<file path="src/rtl/riscv_run_controller.sv">
// riscv_run_controller: sequences core reset, then watches tohost stores, PC stalls and the cycle budget to latch a verdict
module riscv_run_controller #(
  parameter int RST_CYCLES = 2,
  parameter int MAX_CYCLES = 5,
  parameter int HALT_STABLE = 4,
  parameter int ADDR_W = 32,
  parameter int DATA_W = 32,
  parameter int CNT_W = 32,
  parameter logic [ADDR_W-1:0] TOHOST_ADDR = 'h100
) (
  input  logic              clk,
  input  logic              rst,
  input  logic              start,
  input  logic [ADDR_W-1:0] core_pc,
  input  logic              core_mem_we,
  input  logic [ADDR_W-1:0] core_mem_addr,
  input  logic [DATA_W-1:0] core_mem_wdata,
  output logic              core_rst_n,
  output logic              running,
  output logic              done,
  output logic              pass,
  output logic              fail,
  output logic              timeout,
  output logic [CNT_W-1:0]  cycle_count,
  output logic [DATA_W-1:0] exit_code
);
  typedef enum logic [2:0] {IDLE, HOLD, RUN, PASS, FAIL, TIMEOUT} state_t;
  state_t state, state_n;
  logic [31:0] hold_cnt, halt_cnt, halt_inc;
  logic [ADDR_W-1:0] prev_pc;
  logic [CNT_W-1:0] cnt_inc;
  logic [DATA_W-1:0] code_n;
  logic term, launch, first, tohost, halt, tmo;
  assign term = (state == PASS) || (state == FAIL) || (state == TIMEOUT);
  assign launch = start && ((state == IDLE) || term);
  always_comb begin
    cnt_inc = &cycle_count ? cycle_count : cycle_count + 1'b1;
    first = cycle_count == '0;
    // the very first RUN cycle has no valid prev_pc to compare against
    halt_inc = (!first && core_pc == prev_pc) ? halt_cnt + 32'd1 : 32'd0;
    tohost = core_mem_we && core_mem_addr == TOHOST_ADDR;
    halt = HALT_STABLE != 0 && halt_inc == 32'(HALT_STABLE);
    tmo = MAX_CYCLES != 0 && cnt_inc == CNT_W'(MAX_CYCLES);
    code_n = tohost ? (core_mem_wdata == DATA_W'(1) ? '0 : core_mem_wdata >> 1) : halt ? '1 : '0;
    state_n = state;
    if (launch)
      state_n = HOLD;
    else if (state == HOLD && hold_cnt == 32'(RST_CYCLES - 1))
      state_n = RUN;
    else if (state == RUN)
      state_n = tohost ? (core_mem_wdata == DATA_W'(1) ? PASS : FAIL) : halt ? FAIL : tmo ? TIMEOUT : RUN;
  end
  always_ff @(posedge clk or posedge rst)
    if (rst) state <= IDLE;
    else state <= state_n;
  // outputs are registered copies of the state being entered
  always_ff @(posedge clk or posedge rst)
    if (rst) begin
      hold_cnt <= '0;
      halt_cnt <= '0;
      prev_pc <= '0;
      core_rst_n <= 1'b0;
      running <= 1'b0;
      done <= 1'b0;
      pass <= 1'b0;
      fail <= 1'b0;
      timeout <= 1'b0;
      cycle_count <= '0;
      exit_code <= '0;
    end else begin
      hold_cnt <= (state == HOLD) ? hold_cnt + 32'd1 : 32'd0;
      core_rst_n <= state_n == RUN;
      running <= state_n == RUN;
      done <= (state_n == PASS) || (state_n == FAIL) || (state_n == TIMEOUT);
      pass <= state_n == PASS;
      fail <= state_n == FAIL;
      timeout <= state_n == TIMEOUT;
      if (launch) begin
        cycle_count <= '0;
        exit_code <= '0;
        halt_cnt <= '0;
      end else if (state == RUN) begin
        cycle_count <= cnt_inc;
        halt_cnt <= halt_inc;
        prev_pc <= core_pc;
        exit_code <= code_n;
      end
    end
endmodule
</file>
<file path="config.mk">
export PLATFORM = sky130hd
export DESIGN_NAME = riscv_run_controller
export DESIGN_NICKNAME = d
export VERILOG_FILES = /design/src/rtl/riscv_run_controller.sv
export SDC_FILE = /design/constraint.sdc
export NUM_CORES = 1
export LEC_CHECK = 0
export ABC_AREA = 0
export CAP_MARGIN = 0
export CORE_AREA = 2 2 169 171
export CTS_BUF_LIST = sky130_fd_sc_hd__clkbuf_4
export DETAILED_ROUTE_END_ITERATION = 6
export DIE_AREA = 0 0 171 173
export GPL_TIMING_DRIVEN = 0
export MAX_ROUTING_LAYER = met4
export PLACE_DENSITY = 0.63
export SLEW_MARGIN = 20
export SYNTH_ARGS = -nofsm -noshare
export SYNTH_HDL_FRONTEND = slang
export SYNTH_SLANG_ARGS = --single-unit
</file>
<file path="constraint.sdc">
create_clock -name clk -period 7.04 [get_ports clk]
set_clock_uncertainty 0.15 [all_clocks]
set_input_delay 1.408 -clock clk [delete_from_list [all_inputs] [get_ports clk]]
set_output_delay 1.408 -clock clk [all_outputs]
set_load 0.01 [all_outputs]
</file>
Word-level counts from Yosys, hierarchy flattened:

Index checks and enable logic that the tools add are counted.
Widths: inputs -> output; s select.

* register bits: 168
* input bits: 100
* output and inout port bits: 70
* logic and storage cells: 64

* add/sub/neg operators: 3
* equal/unequal tests: 15
* mux-type cells: 19
* bitwise logic cells: 1
* reduce and logical (&&, ||, !) cells: 15

Operators by type and width (count)
* $mux 32: 11
* $add 32x1->32 const B: 3
* $eq 32x1->1 const B: 2
* $eq 32x3->1 const B: 2
* $eq 32x32->1: 1
* $eq 32x9->1 const B: 1
* $logic_not 32->1: 1
* $reduce_and 32->1: 1
* $mux 31: 1
* $mux 3: 7
* $eq 3x2->1 const B: 4
* $eq 3x3->1 const B: 4
* $logic_or 1x1->1: 5
* $logic_and 1x1->1: 4
* $eq 3x1->1 const B: 1
* $logic_not 3->1: 1
* $reduce_and 2->1: 1
* $reduce_bool 2->1: 1
* $logic_not 1->1: 1
* $not 1->1: 1

Longest topological paths before layout:

Gate-level depths: netlist of run 1.

* word-level depth: 13
* gate-level depth with buffers: 13
* depth with buffers taken out: 11

Worst setup path before layout of run 1:

Ideal clock, no wire load.

* kind: register to register
* start point: register halt_cnt[0]
* end point: register done
* library setup time: 0.147 ns
* data arrival time: 3.259 ns
* required time: 6.743 ns
* slack: 3.483 ns
* stages on the path, launching flop included: 12
* buffers on the path: 0
* clock period less this slack: 3.557 ns
* cell sequence: dfrtp_1 ha_1 nand3_1 or4_1 or4_1 xor2_1 and3_1 nand3_1 o41ai_2 o21ai_1 a21oi_1 o31ai_1

* longest elaborated chain between the ends: 11
* elaborated cells on any way between the ends: 13
* those cells by class: add/sub: 1; eq/ne: 4; mux: 6; reduce/logical: 2

Ends and longest elaborated chain
* from (decl): line 29 `logic [31:0] hold_cnt, halt_cnt, halt_inc;`
* from (signal assigned): line 84 `halt_cnt <= halt_inc;`
* $add 32x1->32 *: line 40 `halt_inc = (!first && core_pc == prev_pc) ? halt_cnt + 32'd1 : 32'd0;`
* $mux 32 *: line 40
* $eq 32x3->1 *: line 42 `halt = HALT_STABLE != 0 && halt_inc == 32'(HALT_STABLE);`
* $mux 3 * (2 in a row): line 51 `state_n = tohost ? (core_mem_wdata == DATA_W'(1) ? PASS : FAIL) : halt ? FAIL : tmo ? TIMEOUT : RUN;`
* $mux 3 *: line 50 `else if (state == RUN)`
* $mux 3 *: line 48 `else if (state == HOLD && hold_cnt == 32'(RST_CYCLES - 1))`
* $mux 3 *: line 46 `if (launch)`
* $eq 3x2->1 / $eq 3x3->1 (equally long branches): line 74 `done <= (state_n == PASS) || (state_n == FAIL) || (state_n == TIMEOUT);`
* $logic_or 1x1->1: line 74
* $logic_or 1x1->1 *: line 74
* to (signal assigned): line 74
* to (decl): line 20 `output logic done,`

Every way passes the cells marked *; elsewhere a longest branch is shown, timed or not.
A chain may end at the register's enable or synchronous reset.

Worst setup path in the final report of run 1:

* start point: register halt_cnt[0]
* end point: register exit_code[17]

* longest elaborated chain between the ends: 7

Ends and longest elaborated chain
* $add 32x1->32: line 40
* $mux 32: line 40
* $eq 32x3->1: line 42
* $mux 32 (2 in a row): line 44 `code_n = tohost ? (core_mem_wdata == DATA_W'(1) ? '0 : core_mem_wdata >> 1) : halt ? '1 : '0;`
* $mux 32: line 82 `end else if (state == RUN) begin`
* $mux 32: line 78 `if (launch) begin`
* to (signal assigned): line 86 `exit_code <= code_n;`
* to (decl): line 25 `output logic [DATA_W-1:0] exit_code`

No other way between the ends. The select of a mux whose other input is x is not followed.

==> results of run 1 <==
## worst reg2reg max path: cells and delay by family, from the launching register on
| family | cells | cell delay, ns |
|---|---|---|
| AO/OA/AOI/OAI | 2 | 0.88 |
| adder cells (fa/ha/maj) | 1 | 0.26 |
| AND/OR/NAND/NOR | 6 | 2.16 |
| flip-flops | 1 | 0.47 |
| XOR/XNOR | 1 | 0.26 |
| buffers and inverters | 1 | 0.29 |
## layout by cell type, fill, tap and decap left out, types with 8 or more instances in the layout
cell             synthesis  final
clkbuf_4                 0     17
nand3_1                 42     42
dfrtp_1                168    168
xor2_1                  25     25
inv_1                   13     12
xnor2_1                 61     61
nand2_1                226    226
nor4_1                  31     31
or3_1                   13     13
clkdlybuf4s50_1          0    169
o21ai_0                115    115
or4_1                   12     12
nor2_1                 115    115
nor4b_1                  8      8
and4_1                  17     17
buf_2                   21     21
o41ai_1                 11     11
nor3_1                  15     15
nand4_1                 43     43
and3_1                  19     19
a21oi_1                 33     33
clkbuf_1                51     51
a31oi_1                  8      8
o31ai_1                 24     24
## worst paths after layout
kind / startpoint / to / slack (ns)
worst max-delay path: halt_cnt[0] / exit_code[17] / 2.49
worst min-delay path: exit_code[14] / exit_code[14] / 0.35
worst max register to register: halt_cnt[0] / exit_code[17] / 2.49
worst min register to register: exit_code[14] / exit_code[14] / 0.35
max in group asynchronous: rst / halt_cnt[14] / 4.75
min in group asynchronous: rst / hold_cnt[8] / 1.03
## state kept, by name (all words and copies together), names as in the netlist
signal / cells
cycle_count: 32
done: 1
exit_code: 32
fail: 1
halt_cnt: 32
hold_cnt: 32
pass: 1
prev_pc: 32
running: 1
state: 3
timeout: 1
## report_power, final
group	leakage (nW)	switching [W]	total (W)	internal [W]
sequential	2.24	0.0000128	0.000992	0.000980
clock	0.164	0.000430	0.000598	0.000168
combinational	2.38	0.0000628	0.000145	0.0000822
## routing by layer
metal / GRT usage, % / vias up / share of wire, %
met4: 5.65 / 0 / 2.1
met3: 5.42 / 51 / 7.0
li1: - / 4459 / -
met1: 27.0 / 4437 / 45
met2: 31.0 / 294 / 46
met5: - / - / 0
## stage by stage
stage | utilization [%] | power (W) | hold WS [ns] | setup TNS [ns] | setup WS (ns)
floorplan | - | 0.00106 | 0.317 | 0 | 0.935
global placement | 42.5 | 0.00115 | 0.312 | -277.47 | -1.67
detailed placement | 42.7 | 0.00116 | 0.320 | 0 | 2.08
CTS | 43.8 | 0.00176 | 0.353 | 0 | 2.50
global route | 43.8 | 0.00181 | 0.381 | 0 | 2.35
finish | 43.8 | 0.00174 | 0.350 | 0 | 2.49
## cells by family (layout without fill, tap and decap cells)
| group | Yosys count | in the layout | share of synthesized area [%] |
|---|---|---|---|
| xor gates and xnor gates | 86 | 86 | 7.87 |
| DFF | 168 | 168 | 44.0 |
| muxes | 3 | 3 | 0.327 |
| AOI/OAI and AO/OA | 234 | 234 | 15.0 |
| buffers and inverters | 88 | 291 | 3.77 |
| adders and majority gates | 5 | 5 | 0.654 |
| and+or+nand+nor | 562 | 562 | 28.5 |
| other | 0 | 1 | 0 |
## final cells by class
class                   instances  area share, %
diodes                          1         0.0207
plain buffers                  75           2.57
clock buffers                  17           1.05
clock inverters                15           1.53
inverters                      13          0.465
multi-input cells             890           41.3
flip-flops and latches        168           34.7
well taps                     378           3.91
repair buffers                171           14.4
==> flow_summary.yaml, run 1 <==
setup_path:
  critPathCaptureType: "flop"
  worst-path-stages: 11
  critPathBufInv: 1
  worst-setup-path-type: "flop to flop"
  start_kind: "flop"
  cp_slowest_cell: "or4_1"
  required_ns: 7.40
  crit_chain: "ha_1 > nand3_1 > or4_1 > or4_1 > xor2_1 > and3_1 > nand3_1 > o41ai_2 > nand2_1 > clkbuf_1 > o21ai_0"
  cp_max_fo: 10
  crit_family: "simple AND/OR/NAND/NOR gates"
  crit_arrival_ns: 4.91
  critPathMaxStageDelay_ns: 0.68
  reg2regPathDepth: 11
finish:
  final_nets: 1441
  layout-drive-gt1-share_pct: 5.11
  synthToLayoutAreaGrowth_pct: 26.6
  nFillCells: 2833
  instances_no_fill: 1728
  final_cell_area_sq_um: 12100
  multi_input_area_sq_um: 5000
  seq_area_sq_um: 4200
status:
  status: "completed"
logic_synthesis:
  ys.flop_type: "dfrtp_1"
  synth_area_sq_um: 9570
  netlist_top_cells_count: "nand2_1 (226), dfrtp_1 (168), nor2_1 (115), o21ai_0 (115), xnor2_1 (61)"
  synth_nets: 1251
  synth_seq_area_share_pct: 44.0
  synth-async-reset-ratio_pct: 100
  synth_edf_count: 0
  syn_inst: 1146
  synth_top_area_cell: "dfrtp_1"
  post-synth-top-count-cell: "nand2_1"
  synth_area_leaders: "dfrtp_1 (44%), nand2_1 (8.9%), o21ai_0 (6.0%), xnor2_1 (5.6%), nor2_1 (4.5%)"
  yosysWarnings: 0
  synth.distinct_cells: 60
  synth_top_area_share_pct: 44.0
  synth-seq-cells: 168
  postSynthAreaPerCell_sq_um: 8.35
floorplanning:
  pin_count: 170
  core_sq_um: 27600
  rows: 61
  die_h_um: 173
  die_area_sq_um: 29600
  die_w_um: 171
  initial_utilization_pct: 34.6
clock_tree:
  numCtsBuffers: 17
  clockRootBuffer: "clkbuf_4"
  cts_tree: "done"
  cts_resized: 0
  clk_pin_slew_worst_paths_ns: 0.16
  hold_buffers: 0
  cts_max_level: 4
  clock_path_buffers: 2
  clkLatencyLatePin_ns: 0.61
  clkSinkCount: 168
  cts_setup_buffers: 0
power_and_ir_drop:
  power_density_nw_per_um2: 143
  vdd_drop_max_v: 0.0000944
  power.static_leakage_nw: 4.78
routing:
  via_count: 9241
  first_pass_iters: 6
  drt_wl_total_um: 29200
  postRouteAntennaNets: 0
  via_per_inst: 5.35
  post_drt_wl_per_cell_um: 16.9
  drt_iter0_drc: 641
  drc_errors: 0
timing:
  tightest_slew_ns: 0.807
  rsz0062_at_grt: "false"
  slew_headroom_pct: 45.7
  slew_viol_final: 0
  min_period_over_period_pct: 64.7
  finalHoldViolCount: 0
  max_freq_mhz: 220
  fin_crit_ns: 4.55
  finalSetupViolCount: 0
hold_path:
  min_path_type: "flop to flop"
  holdPathStages: 2
global_route:
  grt_overflow_total: 0
  track_usage_pct: 20.5
  antenna_found_initial: 1
  grt_max_degree: 63
  grt_pass1_vias: 8823
  grt_pass1_wl_um: 47000
place:
  io_buffers: 169
  dpl.hpwl_um: 21400
  dp.cells: 1695
  routabilityCongestion: 0.888
  place_area_sq_um: 11800
flow_run:
  maxCapViolations: 0
Power figures use the tool's default switching activity.
==> run 2: changes to the inputs <==
Clock period 7.04 ns to 4.5 ns, I/O delays scaled along.
==> run 2 against run 1 <==
  * Core utilization grew 0.12 points
  * Cell count grew 0.23%
  * Flip-flop and latch count is the same
  * Hold slack lost 0.0016 ns
  * Non-clock buffer count grew 4
  * Routed wire length shrank 0.89%
  * Sequential power grew 56%
  * Global-route usage shrank 0.34 points
  * Combinational power grew 59%
  * Die area is the same
  * Critical path type unchanged
  * Largest cell class unchanged
  * Highest routed layer unchanged
==> flow_summary.yaml, run 2 (synthesized netlist as in run 1, its figures left out) <==
setup_path:
  crit_arrival_ns: 4.61
  rr_endpoint: "exit_code[13]"
  worst-setup-path-type: "flop to flop"
  start_kind: "flop"
  reg2reg_slack_ns: 0.25
  regToRegStartpoint: "halt_cnt[0]"
  cp_max_fo: 10
  reg2regPathDepth: 11
  required_ns: 4.86
  critPathCaptureType: "flop"
global_route:
  grt_overflow_total: 0
  grt_pass1_vias: 8688
  antenna_found_initial: 1
  grt_pass1_wl_um: 46200
  track_usage_pct: 20.1
  grt_max_degree: 34
finish:
  final_cell_area_sq_um: 12100
  nFillCells: 2805
  final_nets: 1445
  final_util_pct: 43.9
  layout_common_cells: "nand2_1 (226), clkdlybuf4s50_1 (169), dfrtp_1 (168)"
  synthToLayoutAreaGrowth_pct: 26.9
  layout-drive-gt1-share_pct: 5.40
  final_common_cell: "nand2_1"
  instances_no_fill: 1732
clock_tree:
  clockRootBuffer: "clkbuf_4"
  clk_pin_slew_worst_paths_ns: 0.17
  clkLatencyLatePin_ns: 0.60
  clock_path_buffers: 2
  cts_tree: "done"
  hold_buffers: 0
  numCtsBuffers: 17
  clkSinkCount: 168
  cts_max_level: 4
hold_path:
  min_path_type: "flop to flop"
  hold_start: "exit_code[27]"
  holdPathStages: 2
  whs_endpoint: "exit_code[27]"
routing:
  drt_iter0_drc: 631
  drt_wl_total_um: 29000
  first_pass_iters: 5
  via_per_inst: 5.30
  postRouteAntennaNets: 0
  drc_errors: 0
  via_count: 9176
  post_drt_wl_per_cell_um: 16.7
floorplanning:
  die_area_sq_um: 29600
  pin_count: 170
  die_h_um: 173
  initial_utilization_pct: 34.6
  die_w_um: 171
  core_sq_um: 27600
  rows: 61
power_and_ir_drop:
  p_sw_w: 0.000764
  vdd_drop_max_v: 0.000151
  sw_frac_of_total_pct: 28.4
  power_frac_comb_pct: 8.6
  p_total_w: 0.00269
  power_density_nw_per_um2: 222
  pwr-share-seq_pct: 57.7
  clockPowerShare_pct: 33.7
  internal_power_w: 0.00193
  power.static_leakage_nw: 4.79
timing:
  finalSetupViolCount: 0
  rsz0062_at_grt: "false"
  finalHoldViolCount: 0
  max_freq_mhz: 235
  slew_viol_final: 0
  fin_crit_ns: 4.25
  hold_slack_ns: 0.349
  slew_headroom_pct: 50.2
  tightest_slew_ns: 0.746
  min_period_over_period_pct: 94.5
status:
  status: "completed"
place:
  dp.cells: 1698
  dpl.hpwl_um: 21400
  routabilityCongestion: 0.900
  io_buffers: 169
  place_area_sq_um: 11800
flow_run:
  maxCapViolations: 0
run 2: cell count changes in the layout (fill, tap and decap cells not counted), sizes merged:
| cell | previous run | this run |
|---|---|---|
| clkbuf | 68 | 69 |
| clkinv | 10 | 6 |
| clkinvlp | 0 | 2 |
| buf | 26 | 30 |
| inv | 18 | 19 |
run 2: final cells by class:
cell class | count | area, sq um | area share (%)
Inverter | 13 | 52.6 | 0.433
Clock buffer | 18 | 135 | 1.11
Tap cell | 378 | 473 | 3.90
Timing Repair Buffer | 175 | 1800 | 14.8
Sequential cell | 168 | 4200 | 34.6
Clock inverter | 14 | 151 | 1.25
Buffer | 75 | 312 | 2.57
Multi-Input combinational cell | 890 | 5010 | 41.3
Antenna cell | 1 | 2.50 | 0.0206
run 2: per-layer routing:
layer	GRT usage (%)	vias up	part of all wire [%]
li1	-	4457	-
met1	26.9	4401	46
met2	30.1	270	45
met3	4.83	48	6.2
met4	6.43	0	2.4
met5	-	-	0
run 2: repair_timing:
action,CTS,global route
resized for setup,1,0
setup buffers,0,1
setup endpoints to repair,22,30
hold endpoints to repair,0,0
pin swaps,0,1
run 2: power by group through the flow:
| stage | registers, W | clock network, W | logic, W |
|---|---|---|---|
| 6_report | 0.00155 | 0.000908 | 0.000230 |
| 5_1_grt | 0.00156 | 0.000995 | 0.000252 |
| 4_1_cts | 0.00155 | 0.000935 | 0.000234 |
| 3_5_place_dp | 0.00158 | 0 | 0.000233 |
| 3_3_place_gp | 0.00158 | 0 | 0.000221 |
| 2_1_floorplan | 0.00158 | 0 | 0.0000820 |
run 2: worst max path at each step:
stage / start / endpoint / depth (start not counted)
6_report: halt_cnt[0] / exit_code[13] / 11
5_1_grt: halt_cnt[0] / exit_code[13] / 11
4_1_cts: halt_cnt[0] / exit_code[13] / 11
3_5_place_dp: halt_cnt[0] / exit_code[10] / 11
3_3_place_gp: rst / prev_pc[27] / 2
2_1_floorplan: halt_cnt[0] / done / 11
run 2: through the flow:
stage / setup slack [ns] / setup TNS, ns
6_report: 0.247 / 0
5_1_grt: 0.0141 / 0
4_1_cts: 0.0783 / 0
3_5_place_dp: -0.0596 / -0.719
3_3_place_gp: -0.254 / -39.37
2_1_floorplan: 0.943 / 0
run 2: worst max-delay path: stages (launching register included):
cell and delay [ns]:
dfrtp_1 0.47, ha_1 0.27, nand3_1 0.29, or4_1 0.68, or4_1 0.64, xor2_1 0.23, and3_1 0.19, nand3_1 0.12
o41ai_4 0.39, nand2_1 0.25, clkbuf_1 0.29, o21ai_0 0.20
